$ cat config.mk
export PLATFORM = sky130hd
export DESIGN_NAME = battery_hud_ctrl
export DESIGN_NICKNAME = d
export VERILOG_FILES = /design/src/rtl/battery_hud_pkg.sv /design/src/rtl/battery_level_seq.sv /design/src/rtl/battery_hud_ctrl.sv
export SDC_FILE = /design/constraint.sdc
export NUM_CORES = 1
export LEC_CHECK = 0
export ABC_CLOCK_PERIOD_IN_PS = 4300
export CAP_MARGIN = 20
export CORE_MARGIN = 2
export CORE_UTILIZATION = 45
export DETAILED_ROUTE_END_ITERATION = 12
export PLACE_DENSITY = 0.91
export SLEW_MARGIN = 20
export SYNTH_ARGS = -nofsm -noshare
export SYNTH_HDL_FRONTEND = slang
export SYNTH_SLANG_ARGS = --single-unit
$ cat constraint.sdc
create_clock -name Clk -period 4.3 [get_ports Clk]
set_input_delay 0.645 -clock Clk [delete_from_list [all_inputs] [get_ports Clk]]
set_output_delay 0.645 -clock Clk [all_outputs]
set_load 0.05 [all_outputs]
$ cat src/rtl/battery_hud_pkg.sv
// Shared types and constants for the battery HUD sprite sequencer.
package battery_hud_pkg;

    typedef enum logic {SHOW, ANIM} lvl_state_e;

    typedef logic [3:0] level_t;

    typedef struct packed {
        logic [3:0] r;
        logic [3:0] g;
        logic [3:0] b;
    } rgb_t;

    localparam int FRAME_WORDS = 512;
    localparam int ADDR_W      = 13;

    function automatic level_t clamp_level(input logic [3:0] v, input level_t max_lvl);
        return (v > max_lvl) ? max_lvl : v;
    endfunction

endpackage

$ cat src/rtl/battery_level_seq.sv
// Charge target/level registers, level FSM and low-charge blink timer.
// BATTERY_CHARGE_ANIM_EN compiles in the +1-per-ANIM_FRAMES ramp on increases.
module battery_level_seq
    import battery_hud_pkg::*;
#(
    parameter int MAX_LEVEL    = 8,
    parameter int LOW_THRESH   = 2,
    parameter int BLINK_FRAMES = 15,
    parameter int ANIM_FRAMES  = 4
) (
    input  logic       clk,
    input  logic       rst_n,
    input  logic       frame_tick,
    input  logic [3:0] charge_in,
    input  logic       charge_valid,
    output level_t     level,
    output logic       visible
);

    localparam level_t     MAX_L    = level_t'(MAX_LEVEL);
    localparam level_t     LOW_L    = level_t'(LOW_THRESH);
    localparam logic [3:0] BLINK_M1 = 4'(BLINK_FRAMES - 1);

    level_t     target_q, target_d, tgt_eff;
    level_t     level_q, level_d;
    lvl_state_e state_q, state_d;
    logic [3:0] blink_cnt_q, blink_cnt_d;
    logic       phase_q, phase_d;
`ifdef BATTERY_CHARGE_ANIM_EN
    localparam logic [3:0] ANIM_M1 = 4'(ANIM_FRAMES - 1);
    logic [3:0] anim_cnt_q, anim_cnt_d;
`endif

    always_comb begin
        // a tick in the same cycle as charge_valid sees the new target
        tgt_eff     = charge_valid ? clamp_level(charge_in, MAX_L) : target_q;
        target_d    = tgt_eff;
        level_d     = level_q;
        state_d     = state_q;
        blink_cnt_d = blink_cnt_q;
        phase_d     = phase_q;
`ifdef BATTERY_CHARGE_ANIM_EN
        anim_cnt_d  = anim_cnt_q;
`endif
        if (frame_tick) begin
            case (state_q)
                ANIM: begin
`ifdef BATTERY_CHARGE_ANIM_EN
                    if (tgt_eff <= level_q) begin
                        level_d = tgt_eff;
                        state_d = SHOW;
                    end else if (anim_cnt_q >= ANIM_M1) begin
                        level_d    = level_t'(level_q + 4'd1);
                        anim_cnt_d = '0;
                        if (level_t'(level_q + 4'd1) == tgt_eff) state_d = SHOW;
                    end else begin
                        anim_cnt_d = anim_cnt_q + 4'd1;
                    end
`else
                    level_d = tgt_eff;
                    state_d = SHOW;
`endif
                end
                default: begin
`ifdef BATTERY_CHARGE_ANIM_EN
                    // the entering tick counts as the first of the step
                    if (tgt_eff > level_q) begin
                        state_d    = ANIM;
                        anim_cnt_d = 4'd1;
                    end else begin
                        level_d = tgt_eff;
                    end
`else
                    level_d = tgt_eff;
`endif
                end
            endcase
        end

        if (level_q > LOW_L) begin
            blink_cnt_d = '0;
            phase_d     = 1'b1;
        end else if (frame_tick) begin
            if (blink_cnt_q == BLINK_M1) begin
                blink_cnt_d = '0;
                phase_d     = ~phase_q;
            end else begin
                blink_cnt_d = blink_cnt_q + 4'd1;
            end
        end
    end

    always_ff @(posedge clk) begin
        if (!rst_n) begin
            target_q    <= '0;
            level_q     <= '0;
            state_q     <= SHOW;
            blink_cnt_q <= '0;
            phase_q     <= 1'b1;
`ifdef BATTERY_CHARGE_ANIM_EN
            anim_cnt_q  <= '0;
`endif
        end else begin
            target_q    <= target_d;
            level_q     <= level_d;
            state_q     <= state_d;
            blink_cnt_q <= blink_cnt_d;
            phase_q     <= phase_d;
`ifdef BATTERY_CHARGE_ANIM_EN
            anim_cnt_q  <= anim_cnt_d;
`endif
        end
    end

    assign level   = level_q;
    assign visible = phase_q | (level_q > LOW_L);

endmodule

$ cat src/rtl/battery_hud_ctrl.sv
// Battery HUD sprite sequencer: raster hit/address pipeline, ROM/palette hookup, keyed RGB.
// BATTERY_CHARGE_ANIM_EN enables the charging ramp inside battery_level_seq.
module battery_hud_ctrl
    import battery_hud_pkg::*;
#(
    parameter int X_POS        = 560,
    parameter int Y_POS        = 16,
    parameter int SPR_W        = 32,
    parameter int SPR_H        = 16,
    parameter int MAX_LEVEL    = 8,
    parameter int LOW_THRESH   = 2,
    parameter int BLINK_FRAMES = 15,
    parameter int ANIM_FRAMES  = 4,
    parameter int TRANSP_IDX   = 2
) (
    input  logic              Clk,
    input  logic              Reset_n,
    input  logic [9:0]        DrawX,
    input  logic [9:0]        DrawY,
    input  logic              frame_tick,
    input  logic [3:0]        charge_in,
    input  logic              charge_valid,
    output logic [ADDR_W-1:0] rom_addr,
    input  logic [3:0]        rom_data,
    output logic [3:0]        pal_index,
    input  logic [3:0]        pal_red,
    input  logic [3:0]        pal_green,
    input  logic [3:0]        pal_blue,
    output logic              sprite_on,
    output logic [3:0]        red,
    output logic [3:0]        green,
    output logic [3:0]        blue
);

    localparam logic [9:0]        X_LO     = 10'(X_POS);
    localparam logic [9:0]        X_HI     = 10'(X_POS + SPR_W);
    localparam logic [9:0]        Y_LO     = 10'(Y_POS);
    localparam logic [9:0]        Y_HI     = 10'(Y_POS + SPR_H);
    localparam logic [ADDR_W-1:0] FRAME_L  = ADDR_W'(FRAME_WORDS);
    localparam logic [ADDR_W-1:0] SPR_W_L  = ADDR_W'(SPR_W);
    localparam logic [3:0]        TRANSP_L = 4'(TRANSP_IDX);

    level_t            level;
    logic              visible;
    logic              hit;
    logic [ADDR_W-1:0] off_x, off_y;
    logic [ADDR_W-1:0] addr_q, addr_d;
    logic [2:1]        vld_pipe_q, vld_pipe_d;
    logic              sprite_on_q, sprite_on_d;
    rgb_t              rgb_q, rgb_d;

    battery_level_seq #(
        .MAX_LEVEL   (MAX_LEVEL),
        .LOW_THRESH  (LOW_THRESH),
        .BLINK_FRAMES(BLINK_FRAMES),
        .ANIM_FRAMES (ANIM_FRAMES)
    ) u_level_seq (
        .clk         (Clk),
        .rst_n       (Reset_n),
        .frame_tick  (frame_tick),
        .charge_in   (charge_in),
        .charge_valid(charge_valid),
        .level       (level),
        .visible     (visible)
    );

    assign pal_index = rom_data;

    always_comb begin
        hit   = (DrawX >= X_LO) && (DrawX < X_HI) && (DrawY >= Y_LO) && (DrawY < Y_HI);
        off_x = ADDR_W'(DrawX) - ADDR_W'(X_POS);
        off_y = ADDR_W'(DrawY) - ADDR_W'(Y_POS);
        // off-sprite pixels leave the address parked on the last fetch
        addr_d = addr_q;
        if (hit) addr_d = ADDR_W'(level) * FRAME_L + off_y * SPR_W_L + off_x;
        vld_pipe_d  = {vld_pipe_q[1], hit};
        sprite_on_d = vld_pipe_q[2] && visible && (rom_data != TRANSP_L);
        rgb_d       = '0;
        if (sprite_on_d) rgb_d = '{r: pal_red, g: pal_green, b: pal_blue};
    end

    always_ff @(posedge Clk) begin
        if (!Reset_n) begin
            addr_q      <= '0;
            vld_pipe_q  <= '0;
            sprite_on_q <= 1'b0;
            rgb_q       <= '0;
        end else begin
            addr_q      <= addr_d;
            vld_pipe_q  <= vld_pipe_d;
            sprite_on_q <= sprite_on_d;
            rgb_q       <= rgb_d;
        end
    end

    assign rom_addr  = addr_q;
    assign sprite_on = sprite_on_q;
    assign red       = rgb_q.r;
    assign green     = rgb_q.g;
    assign blue      = rgb_q.b;

endmodule

### Word level (Yosys, flattened, before mapping)

Index checks and enable logic that the tools add are counted.

* add/subtract/negate cells: 5
* $lt $le $gt $ge: 6
* equal/unequal tests: 2
* multiplexer cells: 3
* bitwise gates (word level): 3
* reduce and logical (&&, ||, !) cells: 8

Operators by type and width (count)
* 13-bit adder: 2
* 4-bit two-way mux: 3
* 10-bit by 10-bit subtractor with 11-bit output, second input constant: 1
* 10-bit greater-or-equal comparator, second input constant: 1
* 10-bit by 5-bit greater-or-equal comparator with 1-bit output, second input constant: 1
* 10-bit less-than comparator, second input constant: 1
* 10-bit by 6-bit less-than comparator with 1-bit output, second input constant: 1
* 8-bit by 5-bit subtractor with 8-bit output, second input constant: 1
* 1-bit logical AND: 5
* 4-bit by 1-bit adder with 4-bit output, second input constant: 1
* 4-bit equality test, second input constant: 1
* 4-bit by 2-bit > comparator with 1-bit output, second input constant: 1
* 4-bit > comparator, second input constant: 1
* 4-bit by 2-bit != test with 1-bit output, second input constant: 1
* 2-bit AND reduction: 2
* 1-bit NOT: 2
* 2-bit OR reduction: 1
* 1-bit bitwise OR: 1

* flip-flop bits (word level): 41
* bits of input ports: 44
* output and inout port bits: 30

### Logic depth before layout (Yosys ltp)

* word-level depth: 5
* mapped depth: 11
* depth with buffers taken out: 11

### By module

Synthesis repeated with hierarchy kept, for this count alone.

* cells, all modules: 228
* area total of the unflattened synthesis: 2105.8 µm²

By module, submodules not included
* battery_hud_ctrl: instances 1, cells each 170, area an instance 1584.0 µm²
* battery_level_seq: instances 1, cells each 58, area an instance 521.8 µm²

### Least setup slack after synthesis

No wires, ideal clock.

* kind: input -> register
* start: input port DrawX[4]
* end: register addr_q[12], in the netlist rom_addr[12]
* setup time: 0.083 ns
* data arrival time: 3.387 ns
* path slack: 0.831 ns
* stages on the path: 11
* path buffers: 0
* path through: ha_1 o41ai_1 inv_1 fa_1 inv_1 ha_1 o21a_1 o31a_1 o21a_1 or4b_1 o221ai_1

* word-level cells in the longest chain between the ends: 4
* elaborated cells on any way between the ends: 7
* those cells by class: add/sub: 2; order compare: 2; reduce/logical: 3

Ends and longest elaborated chain
* from (decl): RTL line battery_hud_ctrl.sv:18 `input logic [9:0] DrawX,`
* branches (longest 4 deep; another with 13-bit adder)
* to (signal assigned): RTL line battery_hud_ctrl.sv:89 `addr_q <= addr_d;`
* to (decl): RTL line battery_hud_ctrl.sv:47 `logic [ADDR_W-1:0] addr_q, addr_d;`

Several ways; the timed one is not identified.
A chain may end at the register's enable or synchronous reset.

### Final worst setup path

* start: input port DrawX[5]
* end: register addr_q[12], in the netlist rom_addr[12]

Same word-level chain as after synthesis.

==> metrics.txt <==
DPL Wire Length=between 3000 and 4000 um; fin area=2990 um2; cts bufs inserted=5; Fmax=between 0.2 and 0.3 GHz; Avg Inst Size Synth=around 9.6 um2; R2R Setup Slk=roughly 1800 ps; Max rail drop VDD=around 190 uV; core area=around 4600 um2; required time worst endpoint=4520 ps; Slew Limit Fails=0; count of clock tree sinks=41; initial antenna violation count=0; warnings from Yosys=0; number of synthesized flops with an enable pin=0; dpl cells=between 300 and 400; post-synthesis simple-gate area fraction=between 10% and 20%; post-CTS sizing=0; fin nets=between 300 and 400; post-synthesis mux area share=under 10%; Critical Setup Path Class=input pin to flop; NetSw=around 240 uW; number of synthesized register bits=41; Syn Inst Count=around 220; vias in the first global route=between 1,500 and 2,000; starting density of the core=a little under half; share of layout cells above drive strength 1=6.78%; Comb power frac=23.1%; post-synthesis cell area=about 2100 um2; detailed-route via count=between 1,500 and 2,000; most used flip-flop cell after synthesis=dfxtp_1; n_diodes=0; Mapped Nets=284; Sum Neg Setup Slack=0 ps; Netlist cell types=44; Startpoint Class=input pin; class of the worst hold path=flop to flop; Clk Latency, worst-skew pair=about 300 ps; first-pass GRT wire length=just under 8000 um; Die Span X=slightly above 70 um; Hold Buf Count CTS=0; Worst Path Arrival=around 4000 ps; pwr dens=between 200 and 300 nW/um2; # IOs=74; final period utilization=87.5%; DRT Pass-1 Iters=4; GRT Util Overall=between 10% and 20%; reported max-cap violation count=0; final setup fails=0; worst slew pin tran=786 ps; async set-reset flop share out of synthesis=0%; largest net degree at the start of global routing=22; Max Fanout on Critical Path=5; Final Non-Filler Cells=around 350; main combinational cell family by area after synthesis=simple AND/OR/NAND/NOR gates; routed length per placed instance=about 14 um; min Tclk post-route=between 3000 and 4000 ps; CTS tree=yes; PortBufs=73; RSZ-0062 raised after global routing=false; starting DRC count in detailed routing=between 40 and 50; Pwr Total=approximately 880 uW; gr ovfl total=0; post-route ant nets=0; die height=72.8 um; Adder-Cell Fraction of Synth Area=12.0%; Clock Skew=around 9.3 ps; critical path endpoint category=flop; number of core rows=25; status=finished, final reports clean; Area Growth Syn to Fin=40.5%; DRC Markers=0; post-synthesis compound-gate area fraction=about 12%; Clock power frac=between 30% and 40%; Final Hold Vio Count=0; Die Footprint=about 5300 um2; DR vias/cell=between 5 and 6; placed cell area=2890 um2; Clock Tree Root=clkbuf_8; post-synthesis xor/xnor area fraction=under 10%; Seq/Total Area, Yosys=between 30% and 40%; drt total wl=around 5000 um; Slew headroom=~48%; P_leak=0.00121 uW; internal power=between 600 and 700 uW; GP Congestion=0.832; register share of total power=roughly 44%; Clk pin slew, worst setup/hold paths=~90 ps; switching share of power=about 28%; H-tree Lvls=2; Post-CTS Setup Bufs=0; clk buf depth=2
## cells by family (layout without fill, tap and decap cells)
logic type                 count (synthesis)  in the layout
muxes                                     13             13
xor gates and xnor gates                  11             11
AOI/OAI and AO/OA                         34             34
buffers and inverters                     35            108
DFF                                       41             41
and+or+nand+nor                           70             70
adders and majority gates                 18             18
## power by group through the flow
stage / Sequential (uW) / Combinational [uW] / Clock, uW
after floorplan: 396 / 127 / 0
after global placement: 397 / 193 / 0
after detailed placement: 398 / 201 / 0
after CTS: 389 / 204 / 291
after global routing: 390 / 225 / 309
final: 389 / 204 / 288
## stage by stage
stage / utilization [%] / hold slack, ps / setup WS, ps
2_1_floorplan: - / 412 / 831
3_3_place_gp: 62.4 / 420 / 283
3_5_place_dp: 62.4 / 428 / 170
4_1_cts: 64.6 / 447 / 534
5_1_grt: 64.6 / 504 / 405
6_report: 64.6 / 445 / 537
## sequential cells by signal, indices dropped and copies added, names as in the netlist
name and count:
red 4, vld_pipe_q 2, u_level_seq.target_q 4, blue 4, sprite_on 1, u_level_seq.phase_q 1, u_level_seq.blink_cnt_q 4, u_level_seq.level 4
rom_addr 13, green 4
## Yosys cell counts (all sizes together) (2+ instances only)
library cell / number / share of area, %
a31oi: 4 / 1.2
o2111a: 2 / 1.1
mux2i: 13 / 6.1
nand2: 4 / 0.70
dfxtp: 41 / 39
xor2: 3 / 1.2
o21ai: 4 / 0.94
nor3: 5 / 1.9
nor2: 27 / 4.9
nor4: 2 / 0.88
a211oi: 7 / 2.7
or4b: 2 / 0.94
clkbuf: 6 / 1.1
and2: 13 / 3.8
xnor2: 7 / 2.9
o21a: 2 / 0.70
nand4: 3 / 1.2
inv: 24 / 4.2
a21oi: 8 / 1.9
ha: 14 / 8.2
nor2b: 6 / 1.8
fa: 4 / 3.8
buf: 5 / 1.9
nor4b: 2 / 1.5
nand3: 3 / 0.70
## routing by layer
layer | track usage (%) | routed length (um)
met3 | 4.01 | 162
met4 | 9.67 | 163
met1 | 22.5 | 2090
met5 | 0 | 0
met2 | 32.8 | 2470
## cells in the final DEF (no fill, tap or decap), types with 2 or more instances in the layout
cell / Yosys / layout
ha_1: 14 / 14
nand4_1: 2 / 2
fa_1: 4 / 4
o21a_1: 2 / 2
and2_1: 13 / 13
a31oi_1: 4 / 4
xor2_1: 3 / 3
clkbuf_8: 0 / 7
inv_1: 24 / 24
nor2_1: 26 / 26
nand3_1: 3 / 3
mux2i_1: 13 / 13
xnor2_1: 7 / 7
dfxtp_1: 41 / 41
a21oi_1: 8 / 8
o2111a_1: 2 / 2
nor3_1: 3 / 3
or4b_1: 2 / 2
o21ai_0: 4 / 4
nand2_1: 4 / 4
clkdlybuf4s50_1: 0 / 73
a211oi_1: 6 / 6
nor2b_1: 6 / 6
buf_4: 4 / 3
## worst paths after layout
kind / start / to / cells past startpoint
worst max register to register: u_level_seq.level[0] / rom_addr[12] / 9
worst min-delay path: vld_pipe_q[1] / vld_pipe_q[2] / 1
worst min register to register: vld_pipe_q[1] / vld_pipe_q[2] / 1
worst max-delay path: DrawX[5] / rom_addr[12] / 13
## worst max-delay path, cell delays in order
cell and delay, ps:
clkdlybuf4s50_1 470, ha_1 280, o41ai_1 390, buf_4 190
inv_1 80, fa_1 500, inv_1 40, ha_1 340
o21a_1 120, o31a_1 110, o21a_1 180, or4b_1 460
o221ai_1 170
## final cells by class
type,count,area (um2)
inverters,24,90.1
repair buffers,76,753
flip-flops and latches,41,821
well taps,54,67.6
fillers,357,1640
clock inverters,1,8.76
multi-input cells,146,1150
clock buffers,7,96.3
No activity file was read; power rests on OpenSTA's default activity.
